`src/rtl/forwarding_hazard_unit.sv`:
```
// Youngest-match forwarding selects (registered, 1 cycle) and load-use stall (combinational) for the ID/EX boundary.
// No handshake: stall holds IF/ID and bubbles EX; flush squashes ID and EX and overrides stall.
module forwarding_hazard_unit #(
    parameter int REG_AW     = 5,
    parameter int FWD_STAGES = 2,
    parameter int LOAD_LAT   = 1,
    parameter int CNT_W      = 16,
    localparam int SEL_W     = $clog2(FWD_STAGES + 1)
) (
    input  logic              clk,
    input  logic              rst_n,
    input  logic              id_valid,
    input  logic [REG_AW-1:0] id_rs1,
    input  logic [REG_AW-1:0] id_rs2,
    input  logic              id_rs1_used,
    input  logic              id_rs2_used,
    input  logic [REG_AW-1:0] id_rd,
    input  logic              id_we,
    input  logic              id_is_load,
    input  logic              flush,
    output logic              stall,
    output logic [SEL_W-1:0]  fwd_sel_1,
    output logic [SEL_W-1:0]  fwd_sel_2,
    output logic [CNT_W-1:0]  stall_count
);

    if (LOAD_LAT < 0 || LOAD_LAT >= FWD_STAGES) begin : g_bad_load_lat
        $error("forwarding_hazard_unit: LOAD_LAT must be in 0..FWD_STAGES-1");
    end

    typedef struct packed {
        logic              valid;
        logic [REG_AW-1:0] rd;
        logic              we;
        logic              is_load;
    } trk_t;

    trk_t             trk [1:FWD_STAGES];
    trk_t             squash_in;
    logic [SEL_W-1:0] sel_1_nxt;
    logic [SEL_W-1:0] sel_2_nxt;
    logic             load_hit_1;
    logic             load_hit_2;
    logic             adv;

    // Scan oldest to youngest so the smallest k overwrites and wins.
    always_comb begin
        sel_1_nxt  = '0;
        sel_2_nxt  = '0;
        load_hit_1 = 1'b0;
        load_hit_2 = 1'b0;
        for (int k = FWD_STAGES; k >= 1; k--) begin
            if (trk[k].valid && trk[k].we && trk[k].rd == id_rs1 &&
                id_rs1 != '0 && id_rs1_used) begin
                sel_1_nxt  = SEL_W'(k);
                load_hit_1 = trk[k].is_load && (k <= LOAD_LAT);
            end
            if (trk[k].valid && trk[k].we && trk[k].rd == id_rs2 &&
                id_rs2 != '0 && id_rs2_used) begin
                sel_2_nxt  = SEL_W'(k);
                load_hit_2 = trk[k].is_load && (k <= LOAD_LAT);
            end
        end
    end

    always_comb begin
        stall     = id_valid && !flush && (load_hit_1 || load_hit_2);
        adv       = id_valid && !stall && !flush;
        squash_in = trk[1];
        if (flush) begin
            squash_in.valid = 1'b0;
        end
    end

    always_ff @(posedge clk) begin
        if (!rst_n) begin
            for (int k = 1; k <= FWD_STAGES; k++) begin
                trk[k] <= '0;
            end
            fwd_sel_1   <= '0;
            fwd_sel_2   <= '0;
            stall_count <= '0;
        end else begin
            trk[1] <= adv ? trk_t'{valid: 1'b1, rd: id_rd, we: id_we, is_load: id_is_load} : '0;
            // The entry leaving trk[1] is the instruction in EX, which flush kills.
            for (int k = 2; k <= FWD_STAGES; k++) begin
                trk[k] <= (k == 2) ? squash_in : trk[k-1];
            end
            fwd_sel_1 <= adv ? sel_1_nxt : '0;
            fwd_sel_2 <= adv ? sel_2_nxt : '0;
            if (stall && stall_count != '1) begin
                stall_count <= stall_count + 1'b1;
            end
        end
    end

endmodule

```
`config.mk`:
```
export PLATFORM = sky130hd
export DESIGN_NAME = forwarding_hazard_unit
export DESIGN_NICKNAME = d
export VERILOG_FILES = /design/src/rtl/forwarding_hazard_unit.sv
export SDC_FILE = /design/constraint.sdc
export NUM_CORES = 1
export LEC_CHECK = 0
export BUFFER_PORTS_ARGS = -buffer_cell sky130_fd_sc_hd__buf_2
export CORE_UTILIZATION = 45
export CTS_BUF_LIST = sky130_fd_sc_hd__clkbuf_2
export DETAILED_ROUTE_END_ITERATION = 10
export GPL_TIMING_DRIVEN = 0
export PLACE_DENSITY = 0.78
export SLEW_MARGIN = 20
export SYNTH_ARGS = -nofsm -noshare
export SYNTH_HDL_FRONTEND = slang
export SYNTH_SLANG_ARGS = --single-unit
export TNS_END_PERCENT = 50
```
`constraint.sdc`:
```
create_clock -name clk -period 4.1 [get_ports clk]
set_input_delay 0.82 -clock clk [delete_from_list [all_inputs] [get_ports clk]]
set_output_delay 0.82 -clock clk [all_outputs]
set_load 0.005 [all_outputs]
```
==> flow_summary.json, run 1 <==
{
  "critPathKind": "in2out",
  "antennaDiodeCount": 0,
  "drive_gt1_share_pct": 27.2,
  "syn-cell-area_um2": 1700,
  "setup_viol_count_final": 0,
  "drc": 0,
  "stdcell_count": 274,
  "rsz0062_at_grt": "false",
  "antenna_found_initial": 0,
  "final_util_pct": 58.2,
  "cts_buffers": 5,
  "drt-pass1-iter-count": 4,
  "min_period_ps": 3160,
  "finalCritPeriodShare_pct": 77.0,
  "slew_viol_final": 0,
  "nFillCells": 313,
  "final_cell_mix": "buf_2, dfxtp_1, and2_1",
  "p_switching_uw": 154,
  "drt-wirelength-per-cell_um": 12.9,
  "placedCellCount": 266,
  "p_leak_nw": 0.849,
  "whs_ps": 479,
  "synth-main-ff-cell": "dfxtp_1",
  "cp_max_fo": 3,
  "clkPwrFrac_pct": 30.4,
  "critPathArrivalTime_ps": 2340,
  "ios": 44,
  "hold_violations": 0,
  "min_path_type": "reg2reg",
  "fin_tns_setup_ps": 0,
  "ctsHoldBuffers": 0,
  "die_x_um": 63.4,
  "hpwl_um": 2720,
  "p_per_area_nw_per_um2": 279,
  "first_global_vias": 1317,
  "die_h_um": 63.4,
  "grt_usage_pct": 19.4,
  "clk_path_buf_depth": 2,
  "max_freq_mhz": 317,
  "grt_pass1_wl_um": 5980,
  "core.rowCount": 21,
  "dieArea_um2": 4020,
  "final_common_cell": "buf_2",
  "vdd_drop_max_uv": 165,
  "cts_num_sinks": 35,
  "fin_nets": 251,
  "ys_warn_count": 0,
  "cts_resized": 0,
  "cp_data_required_time_ps": 3280,
  "ant_nets": 0,
  "synth-seq-cells": 35,
  "ys_seq_area_share_pct": 41.3,
  "synthToLayoutAreaGrowth_pct": 18.9,
  "syn_inst": 177,
  "gr-total-overflow": 0,
  "clk_pin_slew_ps": 180,
  "vias": 1410,
  "wirelength_um": 3530,
  "synth.distinct_cells": 33,
  "syn_area_per_cell_um2": 9.59,
  "cp-start-kind": "input pin",
  "relSlewSlack_pct": 61.8,
  "vias_per_cell": 5.15,
  "drt_iter0_drc": 36,
  "regArea_um2": 701,
  "synth_edf_count": 0,
  "post_cts_buffers": 0,
  "grt_max_degree": 14,
  "gp_congestion": 0.797,
  "combPwrFrac_pct": 8.0,
  "p_int_uw": 410,
  "portBuffers": 43,
  "core_region_area_um2": 3470,
  "clock_latency_ps": 390,
  "htreeDepth": 2,
  "drv_cap": 0,
  "start_util_pct": 49.0,
  "seqPwrFrac_pct": 61.6,
  "setup_slack_ps": 941,
  "multiInputGateArea_um2": 958,
  "max_slew.worst_pin.slew_ps": 568,
  "dpl_worst_slack_ps": 962,
  "skew_ps": 13.8,
  "status": "finished clean",
  "tritoncts": "yes",
  "crit_path_end_kind": "primary output",
  "cts_root_buf": "clkbuf_2",
  "async_flop_share_pct": 0,
  "sw_frac_of_total_pct": 27.3,
  "syn-num-nets": 201
}
cells in the mapped netlist (all sizes together), types with 3 or more instances:
master | number | area, um^2
nand2b | 7 | 43.8
xor2 | 9 | 78.8
o21ai | 3 | 18.8
nand3 | 10 | 50.1
a21oi | 3 | 15.0
nor2 | 5 | 18.8
nor4 | 4 | 25.0
mux2i | 8 | 80.1
and2 | 20 | 125
inv | 3 | 11.3
clkbuf | 3 | 11.3
or4 | 6 | 48.8
dfxtp | 35 | 701
xnor2 | 19 | 166
nand2 | 16 | 60.1
a2111oi | 4 | 72.6
nand4 | 7 | 43.8
nor2b | 3 | 18.8
state kept, by name (all words and copies together), names as in the netlist:
register and flops:
stall_count 16, fwd_sel_2 2, fwd_sel_1 2, trk 15
kinds of logic (layout without fill, tap and decap cells):
| logic type | Yosys count | after routing | synth area share [%] |
|---|---|---|---|
| multiplexers | 8 | 8 | 4.72 |
| adder cells (fa/ha/maj) | 1 | 1 | 0.737 |
| AO/OA/AOI/OAI | 14 | 14 | 8.55 |
| XOR/XNOR | 28 | 28 | 14.4 |
| AND/OR/NAND/NOR | 83 | 83 | 28.0 |
| buffers and inverters | 8 | 59 | 2.28 |
| flip-flops | 35 | 35 | 41.3 |
power by group through the flow:
stage,clock network (mW),logic [mW],registers [mW]
2_1_floorplan,0,0.0251,0.353
3_3_place_gp,0,0.0439,0.354
3_5_place_dp,0,0.0451,0.354
4_1_cts,0.174,0.0452,0.347
5_1_grt,0.189,0.0503,0.348
6_report,0.171,0.0450,0.347
through the flow:
step           cell area [um^2]  power, mW
3_3_place_gp               1970      0.398
3_5_place_dp               1970      0.399
5_1_grt                    2020      0.587
2_1_floorplan              1700      0.378
4_1_cts                    2020      0.566
6_report                   2020      0.564
routing by layer:
layer  track usage, %  part of all wire (%)  vias up  wire, um
met5                0                     0        -         0
met4             5.97                   1.6        0        55
met3             4.89                   4.9        5       171
met2             32.2                    47       40      1670
met1             24.4                    46      651      1630
li1                 -                     -      714         -
worst max-delay path, cell delays in order:
cell	delay (ps)
buf_2	120
xnor2_1	140
nand2_1	90
nor4_1	530
o21ai_0	190
nor3b_1	290
buf_2	170
path summary, 6_finish.rpt:
kind / startpoint / end / slack [ps] / depth (start not counted)
setup / recovery: id_rs2[3] / stall / 940 / 7
hold / removal: trk[2][1] / fwd_sel_2[1] / 480 / 2
setup reg to reg: trk[1][4] / stall_count[11] / 1730 / 7
hold reg to reg: trk[2][1] / fwd_sel_2[1] / 480 / 2
layout make-up:
class                   instances  area share (%)
repair buffers                 43            10.7
multi-input cells             134            47.5
clock buffers                   5            1.24
well taps                      46            2.85
inverters                       3           0.558
plain buffers                   5            1.36
clock inverters                 3            1.18
flip-flops and latches         35            34.7
(Power assumes the default switching activity.)
==> run 2: changes to the inputs <==
- PLACE_DENSITY: 0.78 -> 0.8
- clock period: 4.1 -> 2.7 ns (I/O delays scaled with it)
==> run 2 against run 1 <==
Effect of this change:
- via count decreased by 1.6%
- highest routed layer unchanged
- sequential cell count unchanged
- combinational power grew 61%
- worst setup slack got worse by 840 ps
- core utilization up 2.2 points
- total power is 83% higher
==> flow_summary.json, run 2 (synthesis gave the netlist of run 1 again) <==
{
  "skew_ps": 9.58,
  "dieArea_um2": 4020,
  "grt_pass1_wl_um": 5890,
  "gp_congestion": 0.876,
  "r2r-start": "trk[1][5]",
  "crit_path_end_kind": "primary output",
  "ios": 44,
  "finalCritPeriodShare_pct": 96.1,
  "die_x_um": 63.4,
  "top_usage_layer": "met2",
  "rsz0062_at_grt": "false",
  "portBuffers": 43,
  "htreeDepth": 2,
  "antennaDiodeCount": 0,
  "r2r-end": "stall_count[11]",
  "regToRegSetupSlack_ps": 250,
  "clkPwrFrac_pct": 41.8,
  "largest-register": "stall_count",
  "cpMaxStageDelayCell": "or4_1",
  "min_period_ps": 2600,
  "grt_max_degree": 13,
  "core_region_area_um2": 3470,
  "drc": 0,
  "grtUsageMet1_pct": 24.6,
  "core.rowCount": 21,
  "worst_path_most_repeated_cell": "buf_2",
  "synthToLayoutAreaGrowth_pct": 23.4,
  "final_cell_mix": "buf_2, dfxtp_1, and2_1",
  "slew_viol_final": 0,
  "min_from": "id_rd[1]",
  "postLayoutCellArea_um2": 2090,
  "fin_nets": 251,
  "placed_cell_area_um2": 1970,
  "min_path_type": "in2reg",
  "drt-pass1-iter-count": 4,
  "gr-total-overflow": 0,
  "holdPathEnd": "trk[1][3]",
  "cp_max_fo": 3,
  "drt-wirelength-per-cell_um": 12.8,
  "critPathArrivalTime_ps": 2060,
  "ant_nets": 0,
  "critPathKind": "in2out",
  "die_h_um": 63.4,
  "hpwl_um": 2670,
  "use_met3_pct": 5.43,
  "clk_path_buf_depth": 2,
  "final_common_cell": "buf_2",
  "power_mw": 1.03,
  "stdcell_count": 274,
  "wirelength_um": 3520,
  "grtUsageMet2_pct": 29.5,
  "setup_viol_count_final": 0,
  "reg2reg_depth": 7,
  "tritoncts": "yes",
  "seqPwrFrac_pct": 51.2,
  "drive_gt1_share_pct": 28.5,
  "drv_cap": 0,
  "p_leak_nw": 0.883,
  "clock_latency_ps": 390,
  "vias": 1388,
  "relSlewSlack_pct": 66.6,
  "antenna_found_initial": 0,
  "cts_buffers": 5,
  "fin_tns_setup_ps": 0,
  "cts_root_buf": "clkbuf_2",
  "whs_path_depth": 2,
  "largestRegisters": "stall_count x16, trk x15",
  "first_global_vias": 1278,
  "path_cells": "buf_2 -> or4_1 -> o21ai_1 -> nor4_4 -> o21ai_0 -> nor3b_1 -> buf_2",
  "p_int_uw": 806,
  "clk_pin_slew_ps": 180,
  "grt_usage_pct": 19.3,
  "slowest_delay_ps": 530,
  "drt_iter0_drc": 75,
  "combPwrFrac_pct": 7.0,
  "p_switching_uw": 224,
  "final_util_pct": 60.4,
  "max_freq_mhz": 385,
  "max_slew.worst_pin.slew_ps": 500,
  "hold_violations": 0,
  "p_per_area_nw_per_um2": 491,
  "start_util_pct": 49.0,
  "cp-start-kind": "input pin",
  "status": "finished clean",
  "largest_reg_flops": 16,
  "vias_per_cell": 5.07,
  "cp_data_required_time_ps": 2160,
  "cts_num_sinks": 35,
  "sw_frac_of_total_pct": 21.7,
  "placedCellCount": 266,
  "ctsHoldBuffers": 0,
  "vdd_drop_max_uv": 262
}
[run 2: layout make-up]
cell class / instances / area (um^2)
plain buffers: 5 / 27.5
clock buffers: 5 / 25.0
clock inverters: 3 / 67.6
fillers: 302 / 1370
inverters: 3 / 11.3
multi-input cells: 134 / 988
flip-flops and latches: 35 / 702
well taps: 46 / 57.6
repair buffers: 43 / 215
[run 2: per-stage QoR]
stage	hold WS, ps	worst slack, ps
3_3_place_gp	448	84.9
2_1_floorplan	430	405
5_1_grt	288	6.21
4_1_cts	309	66.6
3_5_place_dp	452	69.6
6_report	331	105
[run 2: worst max-delay path by stage]
stage / startpoint / end / slack (ps) / cells after the start
after CTS: trk[1][4] / stall / 70 / 6
after global routing: id_rs1[1] / stall / 6 / 7
after floorplan: id_rs2[2] / stall_count[11] / 400 / 7
final: id_rs1[1] / stall / 100 / 7
after detailed placement: id_rs1[2] / stall_count[11] / 70 / 8
after global placement: id_rs1[2] / stall_count[11] / 80 / 8
[run 2: power by group through the flow]
stage / clock, mW / sequential, mW / combinational, mW
finish: 0.430 / 0.527 / 0.0724
global route: 0.465 / 0.528 / 0.0797
CTS: 0.439 / 0.527 / 0.0698
detailed placement: 0 / 0.538 / 0.0684
global placement: 0 / 0.538 / 0.0665
floorplan: 0 / 0.536 / 0.0381
[run 2: metal layers]
layer,up-vias,wire length [um]
li1,714,-
met1,632,1720
met2,36,1580
met3,6,153
met4,0,63
met5,-,0
[run 2: critical path: cells and delay by family]
| kind | cells | cell delay, ps |
|---|---|---|
| AO/OA/AOI/OAI | 2 | 540 |
| AND/OR/NAND/NOR | 3 | 720 |
| buffers and inverters | 2 | 250 |
[run 2: timing repair]
item,in CTS,in global routing
hold endpoints to repair,0,0
resized for setup,2,3
pin swaps,0,0
buffers inserted,0,0
endpoints found under the setup margin,1,1
==> run 3: changes to the inputs <==
- CORE_UTILIZATION: 45 -> 29
- PLACE_DENSITY: 0.8 -> 0.59
==> run 3 against run 2 <==
Effect of this change:
- clock-buffer cell count unchanged
- global-route usage down 6.1 points
- core utilization is 23 points lower
- fmax up 1.8%
- worst hold slack worse by 8.7 ps
- non-clock buffer count stayed put
- critical path type unchanged
- largest cell class unchanged
- highest routed layer unchanged
==> flow_summary.json, run 3 (synthesis gave the netlist of run 1 again) <==
{
  "status": "finished clean",
  "dieArea_um2": 6160,
  "clk_pin_slew_ps": 190,
  "clk_path_buf_depth": 2,
  "grt_max_degree": 13,
  "cp_max_fo": 3,
  "power_uw": 948,
  "antennaDiodeCount": 0,
  "p_leak_nw": 0.877,
  "ant_nets": 0,
  "grt_pass1_wl_um": 6300,
  "htreeDepth": 2,
  "vias": 1392,
  "p_switching_uw": 234,
  "hpwl_um": 2850,
  "p_int_uw": 714,
  "max_freq_mhz": 392,
  "cp_top_family": "simple AND/OR/NAND/NOR gates",
  "critPathArrivalTime_ps": 2010,
  "path_buf_inv": 2,
  "cts_resized": 2,
  "p_per_area_nw_per_um2": 450,
  "fin_nets": 251,
  "drive_gt1_share_pct": 28.5,
  "largestRegisters": "stall_count x16, trk x15",
  "slowest_delay_ps": 530,
  "skew_ps": 23.1,
  "ctsHoldBuffers": 0,
  "use_met3_pct": 3.37,
  "clkPwrFrac_pct": 36.6,
  "largest-register": "stall_count",
  "final_common_cell": "buf_2",
  "vdd_drop_max_uv": 194,
  "sw_frac_of_total_pct": 24.7,
  "final_cell_mix": "buf_2, dfxtp_1, and2_1",
  "postLayoutCellArea_um2": 2110,
  "gp_congestion": 0.879,
  "synthToLayoutAreaGrowth_pct": 24.0,
  "min_period_ps": 2550,
  "critPathKind": "in2out",
  "portBuffers": 43,
  "max_slew.worst_pin.slew_ps": 477,
  "setup_viol_count_final": 0,
  "cts_num_sinks": 35,
  "post_cts_buffers": 0,
  "tritoncts": "yes",
  "cp-start-kind": "input pin",
  "largest_reg_flops": 16,
  "core.rowCount": 27,
  "vias_per_cell": 4.64,
  "grt_usage_pct": 13.2,
  "cpMaxStageDelayCell": "or4_1",
  "placed_cell_area_um2": 2000,
  "reg2reg_depth": 7,
  "die_h_um": 78.5,
  "dpl_worst_slack_ps": 25.2,
  "core_region_area_um2": 5570,
  "finalCritPeriodShare_pct": 94.4,
  "crit_path_end_kind": "primary output",
  "drt_iter0_drc": 53,
  "whs_path_depth": 2,
  "path_cells": "buf_2 -> or4_1 -> o21ai_2 -> nor4_4 -> o21ai_0 -> nor3b_1 -> buf_2",
  "combPwrFrac_pct": 7.8,
  "drc": 0,
  "drv_cap": 0,
  "path_depth": 7,
  "die_x_um": 78.5,
  "cp_data_required_time_ps": 2160,
  "top_usage_layer": "met2",
  "gr-total-overflow": 0,
  "relSlewSlack_pct": 67.9,
  "first_global_vias": 1308,
  "setup_slack_ps": 152,
  "slew_viol_final": 0,
  "wirelength_um": 3820,
  "cts_root_buf": "clkbuf_2",
  "start_util_pct": 30.5,
  "drt-pass1-iter-count": 4,
  "worst_path_most_repeated_cell": "buf_2",
  "seqPwrFrac_pct": 55.6,
  "drt-wirelength-per-cell_um": 12.7,
  "grtUsageMet1_pct": 16.8,
  "clock_latency_ps": 400,
  "grtUsageMet2_pct": 21.2,
  "antenna_found_initial": 0,
  "cts_buffers": 5,
  "ios": 44,
  "hold_violations": 0,
  "min_path_type": "in2reg"
}
run 3: cell types whose count changed in the layout (fill, tap and decap cells not counted), sizes merged:
cell,delta
clkinvlp,-1
bufinv,-1
clkinv,+2
run 3: final timing paths:
path | from | endpoint | slack, ps
worst max register to register | trk[1][4] | stall_count[11] | 280
worst min register to register | trk[2][7] | fwd_sel_2[1] | 490
worst min-delay path | id_rd[2] | trk[1][4] | 320
worst max-delay path | id_rs1[1] | stall | 150
run 3: layout make-up:
class,count,area (um^2)
clock buffers,5,25.0
repair buffers,43,215
plain buffers,5,27.5
fillers,571,3470
clock inverters,3,43.8
well taps,72,90.1
multi-input cells,134,992
inverters,3,11.3
flip-flops and latches,35,701
run 3: power by group through the flow:
stage | sequential [mW] | clock, mW | combinational, mW
3_3_place_gp | 0.538 | 0 | 0.0680
3_5_place_dp | 0.538 | 0 | 0.0690
5_1_grt | 0.529 | 0.378 | 0.0826
4_1_cts | 0.528 | 0.359 | 0.0702
6_report | 0.527 | 0.347 | 0.0736
2_1_floorplan | 0.536 | 0 | 0.0381
run 3: layer usage:
metal | routed length (um) | vias to the layer above
met2 | 1700 | 29
li1 | - | 715
met3 | 149 | 6
met4 | 63 | 0
met5 | 0 | -
met1 | 1910 | 642
run 3: worst register-to-register path: cells and delay by family (launching register included):
kind                   cells  cell delay (ps)
XOR/XNOR                   1              150
flip-flops                 1              440
AO/OA/AOI/OAI              1              470
multiplexers               1              190
buffers and inverters      1              210
AND/OR/NAND/NOR            3              920
run 3: per-stage QoR:
stage	hold WS, ps	utilization, %	cells	setup TNS, ps
2_1_floorplan	430	-	177	0
3_3_place_gp	448	35.9	292	0
3_5_place_dp	467	35.9	292	0
4_1_cts	313	37.4	300	0
5_1_grt	293	37.8	300	-2.47
6_report	323	37.8	300	0
